**src/rtl/ball_ctl.sv**
```systemverilog
// ball_ctl: frame-synchronous Pong game controller.
// It detects the rising edge of vertical blank (one frame tick per blank). It
// sequences IDLE -> SERVE -> PLAY -> SCORED -> SERVE. On each tick in PLAY it
// moves the ball by STEP on both axes and bounces it off the top/bottom walls
// and the inner faces of both paddles. Positions change only on frame ticks,
// so the drawing stage never sees a mid-frame move.
//
// Ports:
//   pclk        pixel clock, all logic on the rising edge
//   rst         synchronous active-high reset
//   vblnk_in    vertical blank from the timing chain
//   start       level; starts a game from IDLE
//   paddle_l_y  left paddle top y, used on frame ticks
//   paddle_r_y  right paddle top y, used on frame ticks
//   ball_x      ball left edge x (registered)
//   ball_y      ball top edge y (registered)
//   ball_en     ball visible (registered)
//   score_l     one-cycle pulse: left player scored
//   score_r     one-cycle pulse: right player scored
//   state_out   IDLE=0, SERVE=1, PLAY=2, SCORED=3
module ball_ctl #(
  parameter int H_ACTIVE    = 1024,
  parameter int V_ACTIVE    = 768,
  parameter int BALL_SIZE   = 16,
  parameter int STEP        = 4,
  parameter int PADDLE_W    = 16,
  parameter int PADDLE_H    = 128,
  parameter int PAD_L_X     = 32,
  parameter int PAD_R_X     = 976,
  parameter int SERVE_DELAY = 60
) (
  input  logic        pclk,
  input  logic        rst,
  input  logic        vblnk_in,
  input  logic        start,
  input  logic [10:0] paddle_l_y,
  input  logic [10:0] paddle_r_y,
  output logic [10:0] ball_x,
  output logic [10:0] ball_y,
  output logic        ball_en,
  output logic        score_l,
  output logic        score_r,
  output logic [1:0]  state_out
);

  typedef enum logic [1:0] {
    IDLE   = 2'd0,
    SERVE  = 2'd1,
    PLAY   = 2'd2,
    SCORED = 2'd3
  } state_t;

  localparam logic [11:0] HA    = 12'(H_ACTIVE);
  localparam logic [11:0] VA    = 12'(V_ACTIVE);
  localparam logic [11:0] BS    = 12'(BALL_SIZE);
  localparam logic [11:0] ST    = 12'(STEP);
  localparam logic [11:0] PH    = 12'(PADDLE_H);
  localparam logic [11:0] L_FACE = 12'(PAD_L_X + PADDLE_W);
  localparam logic [11:0] R_FACE = 12'(PAD_R_X);
  localparam logic [10:0] X_CTR = 11'((H_ACTIVE - BALL_SIZE) / 2);
  localparam logic [10:0] Y_CTR = 11'((V_ACTIVE - BALL_SIZE) / 2);
  localparam int          CW    = (SERVE_DELAY > 1) ? $clog2(SERVE_DELAY) : 1;
  localparam logic [CW-1:0] SRV_LAST = CW'(SERVE_DELAY - 1);

  state_t        state_q;
  logic [10:0]   ball_x_q, ball_y_q;
  logic          dir_right_q, dir_down_q;
  logic          ball_en_q, score_l_q, score_r_q;
  logic          vblnk_q;
  logic [CW-1:0] cnt_q;

  logic          tick;
  logic [11:0]   x12, y12, pl12, pr12;
  logic          ovl_l, ovl_r;
  logic [10:0]   ball_x_d, ball_y_d;
  logic          dir_right_d, dir_down_d;
  logic          miss_left, miss_right;

  // Candidate next position for a PLAY tick; both axes resolved independently,
  // so a corner bounce flips both directions in the same tick.
  always_comb begin
    tick  = vblnk_in & ~vblnk_q;
    x12   = {1'b0, ball_x_q};
    y12   = {1'b0, ball_y_q};
    pl12  = {1'b0, paddle_l_y};
    pr12  = {1'b0, paddle_r_y};
    ovl_l = (y12 + BS > pl12) && (y12 < pl12 + PH);
    ovl_r = (y12 + BS > pr12) && (y12 < pr12 + PH);

    ball_y_d   = ball_y_q;
    dir_down_d = dir_down_q;
    if (dir_down_q) begin
      if (y12 + ST + BS >= VA) begin
        ball_y_d   = 11'(VA - BS);
        dir_down_d = 1'b0;
      end else begin
        ball_y_d = 11'(y12 + ST);
      end
    end else begin
      if (y12 < ST) begin
        ball_y_d   = '0;
        dir_down_d = 1'b1;
      end else begin
        ball_y_d = 11'(y12 - ST);
      end
    end

    // Paddle faces only reflect a ball that crosses them this tick; a ball
    // already behind a paddle keeps going until it leaves the screen.
    ball_x_d    = ball_x_q;
    dir_right_d = dir_right_q;
    miss_left   = 1'b0;
    miss_right  = 1'b0;
    if (!dir_right_q) begin
      if (x12 >= L_FACE && x12 - ST <= L_FACE && ovl_l) begin
        ball_x_d    = 11'(L_FACE);
        dir_right_d = 1'b1;
      end else if (x12 < ST) begin
        miss_left = 1'b1;
      end else begin
        ball_x_d = 11'(x12 - ST);
      end
    end else begin
      if (x12 + BS <= R_FACE && x12 + ST + BS >= R_FACE && ovl_r) begin
        ball_x_d    = 11'(R_FACE - BS);
        dir_right_d = 1'b0;
      end else if (x12 + ST + BS > HA) begin
        miss_right = 1'b1;
      end else begin
        ball_x_d = 11'(x12 + ST);
      end
    end
  end

  always_ff @(posedge pclk) begin
    if (rst) begin
      state_q     <= IDLE;
      ball_x_q    <= X_CTR;
      ball_y_q    <= Y_CTR;
      dir_right_q <= 1'b1;
      dir_down_q  <= 1'b1;
      ball_en_q   <= 1'b0;
      score_l_q   <= 1'b0;
      score_r_q   <= 1'b0;
      cnt_q       <= '0;
      vblnk_q     <= 1'b0;
    end else begin
      vblnk_q   <= vblnk_in;
      score_l_q <= 1'b0;
      score_r_q <= 1'b0;
      case (state_q)
        IDLE: begin
          if (start) begin
            state_q   <= SERVE;
            ball_en_q <= 1'b1;
            cnt_q     <= '0;
          end
        end
        SERVE: begin
          if (tick) begin
            if (cnt_q == SRV_LAST) begin
              state_q <= PLAY;
              cnt_q   <= '0;
            end else begin
              cnt_q <= cnt_q + 1'b1;
            end
          end
        end
        PLAY: begin
          if (tick) begin
            ball_x_q    <= ball_x_d;
            ball_y_q    <= ball_y_d;
            dir_right_q <= dir_right_d;
            dir_down_q  <= dir_down_d;
            if (miss_left) begin
              state_q   <= SCORED;
              score_r_q <= 1'b1;
            end else if (miss_right) begin
              state_q   <= SCORED;
              score_l_q <= 1'b1;
            end
          end
        end
        SCORED: begin
          // Serve toward the player who conceded: a left score means the
          // right player missed, so the ball heads right.
          state_q     <= SERVE;
          cnt_q       <= '0;
          ball_en_q   <= 1'b1;
          ball_x_q    <= X_CTR;
          ball_y_q    <= Y_CTR;
          dir_down_q  <= 1'b1;
          dir_right_q <= score_l_q;
        end
        default: state_q <= IDLE;
      endcase
    end
  end

  assign ball_x    = ball_x_q;
  assign ball_y    = ball_y_q;
  assign ball_en   = ball_en_q;
  assign score_l   = score_l_q;
  assign score_r   = score_r_q;
  assign state_out = state_q;

endmodule
```
**config.mk**
```make
export PLATFORM = sky130hd
export DESIGN_NAME = ball_ctl
export DESIGN_NICKNAME = d
export VERILOG_FILES = /design/src/rtl/ball_ctl.sv
export SDC_FILE = /design/constraint.sdc
export NUM_CORES = 1
export LEC_CHECK = 0
export ABC_AREA = 1
export ABC_CLOCK_PERIOD_IN_PS = 4000
export CAP_MARGIN = 15
export CELL_PAD_IN_SITES_DETAIL_PLACEMENT = 0
export CELL_PAD_IN_SITES_GLOBAL_PLACEMENT = 1
export CORE_MARGIN = 5
export CORE_UTILIZATION = 42
export CTS_BUF_LIST = sky130_fd_sc_hd__clkbuf_8 sky130_fd_sc_hd__clkbuf_16
export DETAILED_ROUTE_END_ITERATION = 6
export HOLD_SLACK_MARGIN = 0.12
export PLACE_DENSITY_LB_ADDON = 0.3
export SLEW_MARGIN = 10
export SYNTH_ARGS = -nofsm -noshare
export SYNTH_HDL_FRONTEND = slang
export SYNTH_SLANG_ARGS = --single-unit
```
**constraint.sdc**
```tcl
create_clock -name pclk -period 4 [get_ports pclk]
set_input_delay 0.8 -clock pclk [delete_from_list [all_inputs] [get_ports pclk]]
set_output_delay 0.8 -clock pclk [all_outputs]
set_load 0.02 [all_outputs]
```
== After elaboration in Yosys (flattened, before gate mapping) ==
Cells that the tools add are included.
Word-level totals
  register bits: 36
  input port bits: 26
  output and inout port bits: 27
  logic and storage cells: 108
Cells by class
  add/sub/neg operators: 11
  order comparisons: 12
  eq/ne operators: 11
  mux-type cells: 43
  reductions and logical operators: 17
  bitwise gates (word level): 4
Operators with widths (number)
  $mux W11: 10
  $pmux W11 S2: 2
  $add A11 B3 Y12 const B: 2
  $add A11 B5 Y12 const B: 2
  $add A11 B8 Y12 const B: 2
  $add A12 B5 Y12 const B: 2
  $ge A12 B10 Y1 const B: 2
  $gt A12 B11 Y1: 2
  $lt A11 B12 Y1: 2
  $lt A11 B3 Y1 const B: 2
  $mux W6: 3
  $pmux W6 S3: 1
  $mux W1: 17
  $gt A12 B11 Y1 const B: 1
  $le A12 B10 Y1 const B: 1
  $le A12 B6 Y1 const B: 1
  $mux W2: 6
  $sub A11 B3 Y12 const B: 1
  $ge A11 B6 Y1 const B: 1
  $sub A11 B3 Y11 const B: 1
  $ne A2 B2 Y1 const B: 4
  $ne A4 B4 Y1 const B: 2
  $pmux W2 S4: 1
  $add A6 B1 Y6 const B: 1
  other kinds (17): 29

== Longest topological paths before layout ==
Gate-level depths: netlist of the first run.
  word-level depth: 11
  depth in mapped cells: 20
  gate-level depth less buffers: 20

== Least setup slack after synthesis of the first run ==
OpenSTA, ideal clock, no wires.
  path kind: register to register
  start: register ball_y_q[4] (netlist: ball_y[4])
  end: register ball_x_q[5] (netlist: ball_x[5])
  arrival: 2.363 ns
  buffers on the path: 1
  library setup time: 0.119 ns
  data required time: 3.881 ns
  path slack: 1.518 ns
  period minus slack after synthesis: 2.482 ns
  cell stages (with the launch flop): 20
  cells stage by stage: dfxtp_1 > buf_2 > inv_1 > ha_1 > ha_1 > nand2_1 > nor2_1 > nand2_1 > nand3_1 > nand2_1 > nand2_1 > nand2_1 > nand2_1 > nand2_1 > nor2_1 > nand2_1 > nand2_1 > nor2_1 > o21ai_0 > nand2_1
On the way
  longest elaborated chain between the ends: 8
  elaborated cells between the ends (all ways): 17
  classes of those cells: add/sub (1); order compare (4); eq/ne (2); mux (5); reduce/logical (5)
Ends and longest elaborated chain
  start, declared: line 66  | logic [10:0] ball_x_q, ball_y_q;
  start signal, assigned: line 172  | ball_y_q <= ball_y_d;
  $add A11 B5 Y12: line 87, 88
  $gt A12 B11 Y1, on equally long branches: line 87, 88
  $logic_and A1 B1 Y1, on equally long branches: line 87, 88
  $logic_and A1 B1 Y1, on equally long branches: line 115, 124
  $mux W11, on equally long branches: line 115, 124
  $mux W11: line 114  | if (!dir_right_q) begin
  $mux W11: line 170  | if (tick) begin
  $pmux W11 S2: line 151  | case (state_q)
  end signal, assigned: line 171  | ball_x_q <= ball_x_d;
  end, declared: line 66
Several ways; a longest one is shown, not always the timed one. The select of a mux whose other input is x is not followed.
A chain may end at the register's enable or synchronous reset.

== Worst setup path after layout of the first run ==
Ends and elaborated chain as after synthesis.

==> summary.txt, run 1 <==
Status
  – Status: complete, no violations

Logic synthesis
  – Mapped cell area: 3670 um^2
  – Register bit total from synthesis: 32
  – Top cells by area, synth: dfxtp_1 (17%), ha_1 (17%), nand2_1 (14%)
  – Synth Warn #: 0
  – Post-synth EDFFs: 0
  – Post-synth top area share: between 15 and 20%
  – Most numerous cell in the Yosys netlist: nand2_1
  – Sequential-to-total area share from yosys stat: around 17%
  – Syn_area_per_cell: about 6.3 um^2
  – Area leader, netlist: dfxtp_1
  – Cells after synthesis: 578
  – Most instantiated cells after synthesis: nand2_1 (133), inv_1 (83), ha_1 (49), nand3_1 (49), nor2_1 (48)
  – Post-synth cell types: around 40
  – Fraction of registers with async set/reset: 0%
  – Primary FF master, synth: dfxtp_1

Timing
  – Final Setup Violations: 0
  – Worst hold slack: 0.460 ns
  – Post-route minimum period: about 2.8 ns
  – Final Hold Fails: 0
  – Skew final: 0.00312 ns
  – Worst slew pin tran: 0.567 ns
  – Count of pins over their slew limit: 0
  – Max Freq: 354 MHz
  – TNS Setup: 0 ns
  – Unrepaired setup endpoints after global routing: no
  – Final period util: between 70% and 80%
  – Slew HR: about 62%

Die
  – DIE AREA: ~11000 um^2
  – Initial Util: a little over two fifths
  – Core area: between 8000 and 9000 um^2
  – Die Width: between 100 and 150 um
  – Die Height: a little over 100 um
  – I/O Pins: 53
  – Core Rows: 34

Pwr
  – Sequential Power Share: roughly a quarter
  – Int Power: about 0.0010 W
  – Switching power: a little over 0.001 W
  – LEAKAGE: between 2 and 2.5 nW
  – Sw frac: between 50 and 60%
  – Power Total: 0.00203 W
  – Max IR drop VDD: approximately 0.27 mV
  – PwrDens: between 400 and 500 nW/um^2
  – Clk pwr share: approximately an eighth
  – Power share of the combinational group: between 60% and 70%

Clock tree
  – Skew-Pair Late Insertion Delay: roughly 0.28 ns
  – H-tree depth: 2
  – CTS max path bufs: 2
  – Setup bufs post-CTS: 0
  – Count of cells resized by post-cts repair: 0
  – Hold Buf Count CTS: 0
  – Clk slew on worst S/H paths: 0.07 ns
  – Clk sink count: 32
  – CTS root buf: clkbuf_8
  – TritonCTS Buffers: 5
  – CTS tree: yes

Setup path
  – Crit. End Element: register
  – Arr. time, crit path: approximately 3 ns
  – Slowest cell on the critical path: dfxtp_1
  – RR Startpoint: ball_y[4]
  – Critical path depth: 17
  – Worst-path maximum fanout: 11
  – Critical path launch point type: register
  – Flop-to-flop setup slack: roughly 1.2 ns
  – R2R cell count: 17
  – R2R Path End: ball_x[5]
  – Crit path max-delay family: simple AND/OR/NAND/NOR gates
  – Required time worst endpoint: about 4.2 ns
  – Critical path buffer and inverter count: 1
  – Crit path kind: reg -> reg
  – Worst path max stage delay: a little over 0.6 ns
  – Crit path top cell by count: nand2_1
  – Cells along the critical path: ha_1, nand2_1, inv_1, nand2_1, xor2_1, ha_1, and3_1, nand3b_1, nand2_1, nand2_1, nand2_1, nor2_1, nand2_1, nand2_1, nor2_1, o21ai_0, nand2_1

Hold path
  – Hold Path Sink: cnt_q[5]
  – Hold_sp: cnt_q[5]
  – HP Class: reg -> reg
  – Hold depth: 1

Drt
  – Number of remaining DRC errors: 0
  – DRT iter0 DRCs: 200
  – Routed vias/inst: approximately 5.1
  – Antenna Nets Post-Route: 0
  – Detailed-route via count: 3714
  – Routed len/inst: about 13 um
  – Routed wire length: between 9000 and 10000 um
  – Initial DRT Pass Iterations: 5

Layout
  – Non-Filler Instances: 729
  – Area delta synth->final: 16.7%
  – Final #Nets: 695
  – Inserted Diodes: 0
  – Register Area: roughly 640 um^2
  – Share of cells above drive strength 1: about 6.6%
  – Multi-input logic area: about 2600 um^2
  – # fillers: a little under 900

Global route
  – Initial antenna violation count: 0
  – Vias in the first global route: ~3500
  – First-pass GRT wire length: 16100 um
  – Largest net degree at the start of global routing: 19
  – GRT overflow: 0
  – GRT Resource Usage Total: a little under a fifth

Run
  – Max-cap viol count: 0

Placement
  – GP Congestion: 0.858
  – Post-DP HPWL: 7690 um
  – Dpl cells: 721
  – Buffers added on ports: 48
-- cells by family (layout without fill, tap and decap cells) --
kind of cell	count (synthesis)	in the layout	share of synthesized area (%)
adder cells (fa/ha/maj)	49	49	16.7
other	1	4	0.102
XOR/XNOR	23	23	5.49
buffers and inverters	105	145	11.9
AND/OR/NAND/NOR	284	284	36.0
flip-flops	32	32	17.5
AO/OA/AOI/OAI	84	84	12.4
-- worst reg2reg max path: stages (launching register included) --
cell	delay [ns]
dfxtp_1	0.61
ha_1	0.29
nand2_1	0.08
inv_1	0.09
nand2_1	0.06
xor2_1	0.25
ha_1	0.29
and3_1	0.20
nand3b_1	0.08
nand2_1	0.05
nand2_1	0.05
nand2_1	0.05
nor2_1	0.13
nand2_1	0.11
nand2_1	0.09
nor2_1	0.05
o21ai_0	0.16
nand2_1	0.06
-- layer usage --
metal	GRT usage [%]	vias up	wire length (um)
met1	26.4	1684	4740
met3	3.02	11	427
met2	29.6	73	4330
li1	-	1946	-
met5	0	-	0
met4	4.78	0	123
-- power by group through the flow --
stage	Sequential (W)	Clock, W	Combinational [W]
after global routing	0.000542	0.000285	0.00141
after detailed placement	0.000535	0	0.00124
after floorplan	0.000525	0	0.000902
after global placement	0.000533	0	0.00122
final	0.000527	0.000256	0.00124
after CTS	0.000528	0.000267	0.00124
-- flip-flops by register name, summed over array words and instances, names as in the netlist --
register     cells
dir_down_q       1
ball_en          1
ball_x           9
vblnk_q          1
ball_y           9
state_out        2
score_l          1
cnt_q            6
score_r          1
dir_right_q      1
-- layout make-up --
cell class | instances | area share, %
Clock inverter | 2 | 0.175
Multi-Input combinational cell | 444 | 60.8
Inverter | 89 | 7.80
Tap cell | 108 | 3.15
Clock buffer | 6 | 1.93
Timing Repair Buffer | 48 | 11.2
Sequential cell | 32 | 15.0
-- per-stage QoR --
step | utilization (%) | area (um^2) | setup slack, ns
final | 49.6 | 4280 | 1.18
after global routing | 49.6 | 4280 | 0.865
after CTS | 49.6 | 4280 | 1.17
after detailed placement | 48.6 | 4190 | 0.884
after global placement | 48.6 | 4190 | 0.919
after floorplan | - | 3680 | 1.52
-- placed cells by master, fill, tap and decap left out, drive strengths merged --
| cell | n |
|---|---|
| inv | 90 |
| and2 | 1 |
| nand3b | 4 |
| and3 | 1 |
| or2 | 2 |
| nand4 | 4 |
| xnor2 | 5 |
| o211ai | 2 |
| nor2 | 56 |
| nand2 | 143 |
| dfxtp | 32 |
| a31oi | 3 |
| o21ai | 37 |
| a21o | 2 |
| a211oi | 1 |
| ha | 49 |
| o21a | 2 |
| clkbuf | 6 |
| xor2 | 18 |
| clkdlybuf4s50 | 48 |
| clkinv | 1 |
| nor3b | 3 |
| a21oi | 35 |
| o21bai | 2 |
| nor3 | 14 |
| conb | 4 |
| nand3 | 56 |
-- how the worst max path moves through the flow --
| stage | startpoint | slack (ns) | to |
|---|---|---|---|
| after floorplan | ball_y[4] | 1.52 | ball_x[5] |
| after global placement | paddle_r_y[7] | 0.92 | ball_x[5] |
| after detailed placement | paddle_r_y[7] | 0.88 | ball_x[5] |
| after CTS | ball_y[4] | 1.17 | ball_x[5] |
| after global routing | ball_y[4] | 0.86 | ball_x[5] |
| final | ball_y[4] | 1.18 | ball_x[5] |
No activity file was read; power rests on OpenSTA's default activity.
==> inputs of run 2 (changes only) <==
--- a/config.mk
+++ b/config.mk
@@ -6,12 +6,12 @@
 export NUM_CORES = 1
 export LEC_CHECK = 0
 export ABC_AREA = 1
-export ABC_CLOCK_PERIOD_IN_PS = 4000
+export ABC_CLOCK_PERIOD_IN_PS = 2800
 export CAP_MARGIN = 15
 export CELL_PAD_IN_SITES_DETAIL_PLACEMENT = 0
 export CELL_PAD_IN_SITES_GLOBAL_PLACEMENT = 1
 export CORE_MARGIN = 5
-export CORE_UTILIZATION = 42
+export CORE_UTILIZATION = 39
 export CTS_BUF_LIST = sky130_fd_sc_hd__clkbuf_8 sky130_fd_sc_hd__clkbuf_16
 export DETAILED_ROUTE_END_ITERATION = 6
 export HOLD_SLACK_MARGIN = 0.12
==> constraint.sdc (replaced) <==
create_clock -name pclk -period 2.8 [get_ports pclk]
set_input_delay 0.56 -clock pclk [delete_from_list [all_inputs] [get_ports pclk]]
set_output_delay 0.56 -clock pclk [all_outputs]
set_load 0.02 [all_outputs]
==> summary.txt, run 2 (synthesis results as in run 1) <==
Status
  – Status: complete, no violations

Hold path
  – Hold_sp: cnt_q[5]
  – Hold depth: 1
  – HP Class: reg -> reg
  – Hold Path Sink: cnt_q[5]

Timing
  – Max Freq: roughly 390 MHz
  – Count of pins over their slew limit: 0
  – Skew final: 0.00767 ns
  – Unrepaired setup endpoints after global routing: no
  – Post-route minimum period: roughly 2.5 ns
  – Final Setup Violations: 0
  – Worst slew pin tran: ~0.53 ns
  – Final Hold Fails: 0
  – Final period util: roughly nine tenths
  – TNS Setup: 0 ns
  – Slew HR: about 64%

Die
  – Die Width: approximately 110 um
  – I/O Pins: 53
  – Core area: between 9000 and 10000 um^2
  – DIE AREA: approximately 11000 um^2
  – Initial Util: between 30% and 40%
  – Die Height: ~110 um
  – Core Rows: 35

Clock tree
  – CTS max path bufs: 2
  – CTS tree: yes
  – Skew-Pair Late Insertion Delay: ~0.29 ns
  – CTS root buf: clkbuf_8
  – Clk slew on worst S/H paths: 0.07 ns
  – H-tree depth: 2
  – TritonCTS Buffers: 5
  – Clk sink count: 32
  – Hold Buf Count CTS: 0

Setup path
  – Slowest cell on the critical path: clkdlybuf4s50_1
  – Critical path depth: 14
  – Critical path launch point type: input port
  – Required time worst endpoint: between 2 and 3 ns
  – Worst-path maximum fanout: 4
  – RR Startpoint: ball_y[5]
  – Crit path max-delay family: adder cells
  – R2R Path End: ball_x[5]
  – Crit path kind: in -> reg
  – Critical path buffer and inverter count: 1
  – Crit. End Element: register
  – Worst path max stage delay: approximately 0.48 ns
  – Crit path top cell by count: nand2_1
  – Flop-to-flop setup slack: roughly 0.30 ns
  – R2R cell count: 17
  – Cells along the critical path: clkdlybuf4s50_1, ha_1, xnor2_1, ha_1, a21oi_1, o21ai_0, a21oi_1, nand2_1, nor2_1, nand2_1, nand2_1, nor2_1, o21ai_1, nand2_1
  – Arr. time, crit path: approximately 2.7 ns

Pwr
  – Clk pwr share: about 16%
  – Max IR drop VDD: around 0.30 mV
  – Switching power: 0.00148 W
  – LEAKAGE: between 2 and 2.5 nW
  – Power Total: 0.00308 W
  – Int Power: around 0.0016 W
  – Sequential Power Share: 23.5%
  – PwrDens: ~700 nW/um^2
  – Sw frac: between 40% and 50%
  – Power share of the combinational group: ~60%

Global route
  – Largest net degree at the start of global routing: 19
  – GRT Resource Usage Total: around 17%
  – First-pass GRT wire length: 16100 um
  – Initial antenna violation count: 0
  – GRT overflow: 0
  – Vias in the first global route: around 3400

Layout
  – # fillers: 999
  – Final instance area: 4430 um^2
  – Non-Filler Instances: approximately 750
  – Commonest cells after routing, fill and taps aside: nand2_1 (133), inv_1 (83), nand3_1 (49), ha_1 (49)
  – Share of cells above drive strength 1: about a tenth
  – Commonest non-fill, non-tap cell in the layout: nand2_1
  – Inserted Diodes: 0
  – Fin util: about half
  – Final #Nets: just over 700
  – Area delta synth->final: 20.7%

Placement
  – Dpl cells: about 740
  – Buffers added on ports: 48
  – Post-DP Area: around 4300 um^2
  – GP Congestion: between 0.8 and 0.9
  – Post-DP HPWL: ~7900 um

Run
  – Max-cap viol count: 0

Drt
  – DRT iter0 DRCs: around 170
  – Routed vias/inst: approximately 5.0
  – Routed wire length: ~10000 um
  – Routed len/inst: 13.2 um
  – Initial DRT Pass Iterations: 5
  – Antenna Nets Post-Route: 0
  – Number of remaining DRC errors: 0
  – Detailed-route via count: 3724
run 2: area by class of cell:
cell class | instances | area [um^2] | share of cell area [%]
clock buffers | 7 | 96.3 | 2.18
clock inverters | 1 | 30.0 | 0.678
inverters | 89 | 334 | 7.54
multi-input cells | 444 | 2610 | 58.9
flip-flops and latches | 32 | 643 | 14.5
well taps | 111 | 139 | 3.14
repair buffers | 61 | 578 | 13.1
run 2: repair_timing:
| item | 4_1_cts | 5_1_grt |
|---|---|---|
| endpoints found under the setup margin | 0 | 5 |
| endpoints found under the hold margin | 0 | 0 |
| resized for setup | 0 | 4 |
| setup buffers | 0 | 0 |
run 2: stage by stage:
stage,setup slack (ns),hold WS [ns]
after floorplan,0.318,0.427
after global placement,0.00533,0.446
after detailed placement,-0.0916,0.458
after CTS,0.182,0.468
after global routing,0.0106,0.486
final,0.253,0.460
run 2: worst max path at each step:
stage,start,end,slack (ns)
finish,paddle_r_y[7],ball_x[5],0.25
global route,ball_y[5],ball_x[3],0.01
CTS,ball_y[5],ball_x[5],0.18
detailed placement,paddle_r_y[7],ball_x[5],-0.09
global placement,paddle_r_y[7],ball_x[5],0.005
floorplan,ball_y[4],ball_x[5],0.32
run 2: power groups by stage:
stage / combinational (W) / sequential (W) / clock, W
finish: 0.00186 / 0.000725 / 0.000498
global placement: 0.00183 / 0.000728 / 0
CTS: 0.00186 / 0.000722 / 0.000512
detailed placement: 0.00184 / 0.000732 / 0
global route: 0.00210 / 0.000748 / 0.000524
floorplan: 0.00129 / 0.000750 / 0
run 2: metal layers:
layer | routed length (um) | up-vias | track usage (%) | share of wire (%)
li1 | - | 1967 | - | -
met1 | 4940 | 1697 | 23.9 | 50
met2 | 4580 | 54 | 28.8 | 46
met3 | 262 | 6 | 2.17 | 2.7
met4 | 59 | 0 | 2.47 | 0.60
met5 | 0 | - | 0 | 0
